$ cat src/rtl/wb_rr_arbiter.sv
// Two-master / two-slave Wishbone B3 classic shared-bus arbiter with round-robin grant,
// adr[31:28] region decode and decode-error response. Define WB_TIMEOUT_EN for the slave-ack watchdog.
module wb_rr_arbiter #(
  parameter int unsigned WB_DWIDTH = 32,
  parameter int unsigned WB_SWIDTH = 4,
  parameter logic [3:0]  S0_REGION = 4'h0,
  parameter logic [3:0]  S1_REGION = 4'h1,
  parameter int unsigned TIMEOUT   = 255
) (
  input  logic                 i_clk,
  input  logic                 i_arst_n,
  input  logic                 i_m0_wb_cyc,
  input  logic                 i_m0_wb_stb,
  input  logic                 i_m0_wb_we,
  input  logic [31:0]          i_m0_wb_adr,
  input  logic [WB_SWIDTH-1:0] i_m0_wb_sel,
  input  logic [WB_DWIDTH-1:0] i_m0_wb_dat,
  output logic [WB_DWIDTH-1:0] o_m0_wb_dat,
  output logic                 o_m0_wb_ack,
  output logic                 o_m0_wb_err,
  input  logic                 i_m1_wb_cyc,
  input  logic                 i_m1_wb_stb,
  input  logic                 i_m1_wb_we,
  input  logic [31:0]          i_m1_wb_adr,
  input  logic [WB_SWIDTH-1:0] i_m1_wb_sel,
  input  logic [WB_DWIDTH-1:0] i_m1_wb_dat,
  output logic [WB_DWIDTH-1:0] o_m1_wb_dat,
  output logic                 o_m1_wb_ack,
  output logic                 o_m1_wb_err,
  output logic                 o_s0_wb_cyc,
  output logic                 o_s0_wb_stb,
  output logic                 o_s0_wb_we,
  output logic [31:0]          o_s0_wb_adr,
  output logic [WB_SWIDTH-1:0] o_s0_wb_sel,
  output logic [WB_DWIDTH-1:0] o_s0_wb_dat,
  input  logic [WB_DWIDTH-1:0] i_s0_wb_dat,
  input  logic                 i_s0_wb_ack,
  output logic                 o_s1_wb_cyc,
  output logic                 o_s1_wb_stb,
  output logic                 o_s1_wb_we,
  output logic [31:0]          o_s1_wb_adr,
  output logic [WB_SWIDTH-1:0] o_s1_wb_sel,
  output logic [WB_DWIDTH-1:0] o_s1_wb_dat,
  input  logic [WB_DWIDTH-1:0] i_s1_wb_dat,
  input  logic                 i_s1_wb_ack,
  output logic [1:0]           o_grant
);

  localparam int unsigned AW = 32;
  localparam int unsigned CW = 8;

  // State encoding doubles as the one-hot grant vector.
  typedef enum logic [1:0] {IDLE = 2'b00, OWN0 = 2'b01, OWN1 = 2'b10} state_t;

  state_t                 state;
  logic                   last;
  logic                   err_q;
  logic                   own_cyc, own_stb, own_we;
  logic [AW-1:0]          own_adr;
  logic [WB_SWIDTH-1:0]   own_sel;
  logic [WB_DWIDTH-1:0]   own_dat;
  logic [3:0]             region;
  logic                   hit0, hit1, miss;
  logic                   sel_ack;
  logic [WB_DWIDTH-1:0]   sel_dat;
  logic                   tmo;
  logic                   release_c;

  // Owner request mux; everything reads as zero while idle.
  always_comb begin
    own_cyc = 1'b0;
    own_stb = 1'b0;
    own_we  = 1'b0;
    own_adr = '0;
    own_sel = '0;
    own_dat = '0;
    case (state)
      OWN0: begin
        own_cyc = i_m0_wb_cyc;
        own_stb = i_m0_wb_stb;
        own_we  = i_m0_wb_we;
        own_adr = i_m0_wb_adr;
        own_sel = i_m0_wb_sel;
        own_dat = i_m0_wb_dat;
      end
      OWN1: begin
        own_cyc = i_m1_wb_cyc;
        own_stb = i_m1_wb_stb;
        own_we  = i_m1_wb_we;
        own_adr = i_m1_wb_adr;
        own_sel = i_m1_wb_sel;
        own_dat = i_m1_wb_dat;
      end
      default: ;
    endcase
  end

  assign region    = own_adr[AW-1:AW-4];
  assign hit0      = (state != IDLE) && (region == S0_REGION);
  assign hit1      = (state != IDLE) && !hit0 && (region == S1_REGION);
  assign miss      = !hit0 && !hit1;
  assign sel_ack   = (hit0 & i_s0_wb_ack) | (hit1 & i_s1_wb_ack);
  assign sel_dat   = hit0 ? i_s0_wb_dat : (hit1 ? i_s1_wb_dat : '0);
  assign release_c = (state != IDLE) && !own_cyc;

`ifdef WB_TIMEOUT_EN
  logic [CW-1:0] cnt;
  logic          count_en;

  assign tmo      = own_stb && (hit0 || hit1) && (cnt == CW'(TIMEOUT));
  assign count_en = own_stb && (hit0 || hit1) && !sel_ack && !tmo && !release_c;

  // Watchdog: counts unacknowledged strobe cycles of the current owner.
  always_ff @(posedge i_clk or negedge i_arst_n) begin
    if (!i_arst_n) cnt <= '0;
    else           cnt <= count_en ? cnt + CW'(1) : '0;
  end
`else
  assign tmo = 1'b0;
`endif

  // Grant FSM with round-robin pointer and single-pulse decode error.
  always_ff @(posedge i_clk or negedge i_arst_n) begin
    if (!i_arst_n) begin
      state <= IDLE;
      last  <= 1'b1;
      err_q <= 1'b0;
    end else begin
      err_q <= own_stb & miss & ~err_q;
      case (state)
        IDLE: begin
          if (i_m0_wb_cyc && (!i_m1_wb_cyc || last)) state <= OWN0;
          else if (i_m1_wb_cyc)                      state <= OWN1;
        end
        OWN0: if (!i_m0_wb_cyc) begin
          state <= IDLE;
          last  <= 1'b0;
        end
        OWN1: if (!i_m1_wb_cyc) begin
          state <= IDLE;
          last  <= 1'b1;
        end
        default: state <= IDLE;
      endcase
    end
  end

  assign o_grant = state;

  assign o_s0_wb_cyc = own_cyc & hit0 & ~tmo;
  assign o_s0_wb_stb = own_stb & hit0 & ~tmo;
  assign o_s1_wb_cyc = own_cyc & hit1 & ~tmo;
  assign o_s1_wb_stb = own_stb & hit1 & ~tmo;
  assign o_s0_wb_we  = own_we;
  assign o_s0_wb_adr = own_adr;
  assign o_s0_wb_sel = own_sel;
  assign o_s0_wb_dat = own_dat;
  assign o_s1_wb_we  = own_we;
  assign o_s1_wb_adr = own_adr;
  assign o_s1_wb_sel = own_sel;
  assign o_s1_wb_dat = own_dat;

  // Ack on the same cycle as a watchdog expiry takes precedence over the error.
  assign o_m0_wb_dat = (state == OWN0) ? sel_dat : '0;
  assign o_m0_wb_ack = (state == OWN0) & sel_ack;
  assign o_m0_wb_err = (state == OWN0) & (err_q | (tmo & ~sel_ack));
  assign o_m1_wb_dat = (state == OWN1) ? sel_dat : '0;
  assign o_m1_wb_ack = (state == OWN1) & sel_ack;
  assign o_m1_wb_err = (state == OWN1) & (err_q | (tmo & ~sel_ack));

endmodule

$ cat config.mk
export PLATFORM = sky130hd
export DESIGN_NAME = wb_rr_arbiter
export DESIGN_NICKNAME = d
export VERILOG_FILES = /design/src/rtl/wb_rr_arbiter.sv
export SDC_FILE = /design/constraint.sdc
export NUM_CORES = 1
export LEC_CHECK = 0
export ABC_AREA = 1
export CAP_MARGIN = 20
export CORE_AREA = 2 2 162 164
export CTS_CLUSTER_DIAMETER = 80
export DETAILED_ROUTE_END_ITERATION = 6
export DIE_AREA = 0 0 164 166
export MAX_ROUTING_LAYER = met4
export SLEW_MARGIN = 5
export SYNTH_ARGS = -nofsm -noshare
export SYNTH_HDL_FRONTEND = slang
export SYNTH_SLANG_ARGS = --single-unit
$ cat constraint.sdc
create_clock -name i_clk -period 3.8 [get_ports i_clk]
set_clock_uncertainty 0.05 [all_clocks]
set_input_delay 0.57 -clock i_clk [delete_from_list [all_inputs] [get_ports i_clk]]
set_output_delay 0.57 -clock i_clk [all_outputs]
set_load 0.01 [all_outputs]
==> results of run 1 <==
[final timing paths]
kind                              endpoint  depth (start not counted)
setup / recovery           o_m0_wb_dat[30]                          8
hold / removal                        last                          2
setup reg to reg                      last                          7
hold reg to reg                       last                          2
max in group asynchronous             last                          1
min in group asynchronous            err_q                          1
[critical path, cell delays in order (launching register included)]
cell and delay [ns]:
dfrtp_1 0.37, inv_1 0.09, ha_1 0.49, nand2_2 0.38, buf_4 0.33, or2_0 0.17
o211ai_2 0.10, nor2_1 0.21, clkdlybuf4s50_1 0.60
[power by group through the flow]
| stage | Sequential (uW) | Combinational, uW | Clock [uW] |
|---|---|---|---|
| 2_1_floorplan | 79.5 | 2150 | 0 |
| 3_3_place_gp | 80.7 | 3910 | 0 |
| 3_5_place_dp | 81.2 | 3910 | 0 |
| 4_1_cts | 80.9 | 3930 | 174 |
| 5_1_grt | 82.2 | 4150 | 179 |
| 6_report | 80.1 | 3840 | 173 |
[layer usage]
metal  share of wire, %  wire length (um)
met5                  0                 0
met4               0.64               125
met3                8.7              1690
met2                 50              9830
met1                 40              7830
[per-stage QoR]
stage / hold slack (ns) / total power [uW]
2_1_floorplan: 0.224 / 2230
3_3_place_gp: 0.438 / 3990
3_5_place_dp: 0.462 / 3990
4_1_cts: 0.470 / 4180
5_1_grt: 0.493 / 4410
6_report: 0.459 / 4090
[sequential cells by signal, summed over array words and instances (netlist names)]
| signal | flops |
|---|---|
| o_grant | 2 |
| last | 1 |
| err_q | 1 |
[Yosys cell counts, types with 2 or more instances]
library cell | n | area share, %
or2_0 | 5 | 1.1
buf_4 | 72 | 20
buf_6 | 4 | 1.6
clkbuf_1 | 13 | 1.8
nand2_1 | 213 | 29
clkinv_1 | 3 | 0.41
o21ai_0 | 5 | 0.91
buf_2 | 9 | 1.6
buf_1 | 7 | 0.96
a21oi_1 | 82 | 15
or2_2 | 5 | 1.1
nand3_1 | 14 | 2.6
inv_1 | 11 | 1.5
o211ai_2 | 10 | 4.6
nor2_1 | 55 | 7.5
dfrtp_1 | 3 | 2.7
ha_1 | 3 | 1.4
nand2_2 | 3 | 0.69
nand3_2 | 3 | 1.1
nor2_8 | 2 | 1.5
[final cells by class]
type	instances	share of cell area [%]
well taps	335	6.13
repair buffers	435	63.1
flip-flops and latches	4	1.48
multi-input cells	404	27.3
inverters	15	0.823
clock buffers	4	1.15
[kinds of logic after synthesis]
group | after synthesis
AND/OR/NAND/NOR | 303
AO/OA/AOI/OAI | 98
flip-flops | 4
adder cells (fa/ha/maj) | 3
buffers and inverters | 121
[placed cells by master, fill, tap and decap left out, drive strengths merged]
| cell type | n |
|---|---|
| o21ai | 5 |
| a22o | 1 |
| dfstp | 1 |
| clkdlybuf4s50 | 421 |
| or2 | 10 |
| nor3 | 2 |
| clkinv | 3 |
| o211ai | 10 |
| clkbuf | 4 |
| nor2 | 57 |
| nand2 | 217 |
| nand3 | 17 |
| buf | 14 |
| inv | 12 |
| a21oi | 82 |
| dfrtp | 3 |
| ha | 3 |
==> key figures, run 1 <==
Outcome
  – Outcome: completed

Timing
  – Final worst path period share: a little over nine tenths
  – Rel. slew slack: between 40% and 50%
  – Hold Fails Final Rpt: 0
  – Final setup violation count: 0
  – Worst setup margin: about 0.21 ns
  – Slew @ Worst Pin: between 0.8 and 0.9 ns
  – Fmax: 0.278 GHz
  – Pins Over Slew Limit: 0
  – Fin Setup TNS: 0 ns
  – RSZ-0062 raised after global routing: no
  – Tmin final: about 3.6 ns

Die
  – Core Area: 25600 um2
  – Initial core utilization: between 10% and 20%
  – Total die area: ~27000 um2
  – Die height: 166 um
  – Core Rows: 59
  – Die width: roughly 160 um
  – I/O pin count: 422

Clocking
  – CTS buffer count: 3
  – Hold buffer count at cts: 0
  – Post_cts resized: 0
  – H-tree Lvls: 1
  – Clock Tree Buf Depth: 2
  – CTS tree: yes
  – Clock Sinks: 4
  – CTS root buffer: clkbuf_16
  – Reg clk slew, reported paths: 0.03 ns
  – Clk Latency, worst-skew pair: 0.23 ns
  – Setup Fix Bufs, Post-CTS: 0

Final layout
  – Ratio of cells with drive above 1 in the final layout: 5.45%
  – Footprint of the multi-input gates: roughly 1900 um2
  – Area Overhead vs Synth: 150%
  – Reg area: about 100 um2
  – Post-layout util: approximately a quarter
  – Layout Nets: 1076
  – Design area: about 6800 um2
  – Final Non-Filler Cells: about 1200
  – Ant. Diodes: 0
  – Fillers: ~2900

Power
  – Gate power share: a little over nine tenths
  – Peak supply drop: ~220 uV
  – Sequential share of power: approximately 2%
  – Switching Share: between 50% and 60%
  – Cell-internal power: ~1900 uW
  – Pleak: approximately 0.0024 uW
  – PD cells: 598 nW/um2
  – Share of total power in the clock network: under 10%
  – Net Switching: 2190 uW

Logic synthesis
  – Unique masters post-synth: 27
  – Mux contribution to synthesized area: 0%
  – Post-synth EDFFs: 0
  – Syn_nets: ~740
  – Sequential element share of the synthesized area: around 3.7%
  – Top FF cell, synth: dfrtp_1
  – Syn Inst Count: ~530
  – Compound-Gate Fraction of Synth Area: between 20 and 25%
  – Synth Warn #: 0
  – Simple-gate area share of the yosys netlist: about 46%
  – Syn_area_per_cell: 5.18 um2
  – Synth Area in Adders: 1.37%
  – Synth Area in XOR/XNOR: 0%
  – Synthesized cell area: about 2700 um2
  – Largest family of logic cells by synthesized area: simple AND/OR/NAND/NOR gates
  – Post-synth ARST share: 100%
  – #FFs+latches synth: 4

GRT
  – Met2 Track Usage GR: between 20% and 30%
  – First-pass GRT wire length: approximately 27000 um
  – Gr usage total: between 10% and 20%
  – Met3 usage: roughly 2.3%
  – Largest net degree at the start of global routing: 48
  – GRT busiest layer: met2
  – Vias in the first global route: roughly 4600
  – Antenna violations before repair: 0
  – Total grt overflow: 0
  – GR Util met1: 15.3%

Placement
  – Dpl ws: ~0.31 ns
  – Area after DPL: ~6800 um2
  – Hpwl dp: 16400 um
  – Placed insts: between 1000 and 1500
  – Port bufs: around 420
  – GPL Wtd Cong: 0.756

Critical path
  – Reg-to-reg critical path startpoint: o_grant[1]
  – CP endpoint kind: output pin
  – Setup crit start: o_grant[0]
  – Crit Path Max Fanout: 22
  – Startpoint types: register
  – CP required: between 3 and 4 ns
  – Kind of critical path: register to output pin
  – Flop2flop setup slack: between 1.5 and 2 ns
  – CP Data Arrival Time: ~3.0 ns

Drt
  – DRT antenna net count: 0
  – DRC errors left: 0
  – Drt total wl: between 15000 and 20000 um
  – Routed vias/inst: 3.87
  – Starting DRT DRC Count: roughly 140
  – Drt pass-1 iters: 5
  – DR WL/cell: approximately 16 um
  – Via count: 4628

Flow run
  – Max Cap Viol: 0

Min path
  – HP Start: last
  – Hold crit path type: register to register
(Power assumes the default switching activity.)
==> run 2: changes to the inputs <==
--- a/config.mk
+++ b/config.mk
@@ -11,6 +11,7 @@
 export CTS_CLUSTER_DIAMETER = 80
 export DETAILED_ROUTE_END_ITERATION = 6
 export DIE_AREA = 0 0 164 166
+export HOLD_SLACK_MARGIN = 0.02
 export MAX_ROUTING_LAYER = met4
 export SLEW_MARGIN = 5
 export SYNTH_ARGS = -nofsm -noshare
==> results of run 2 <==
The final DEF is identical to that of run 1; final timing and power are the same.
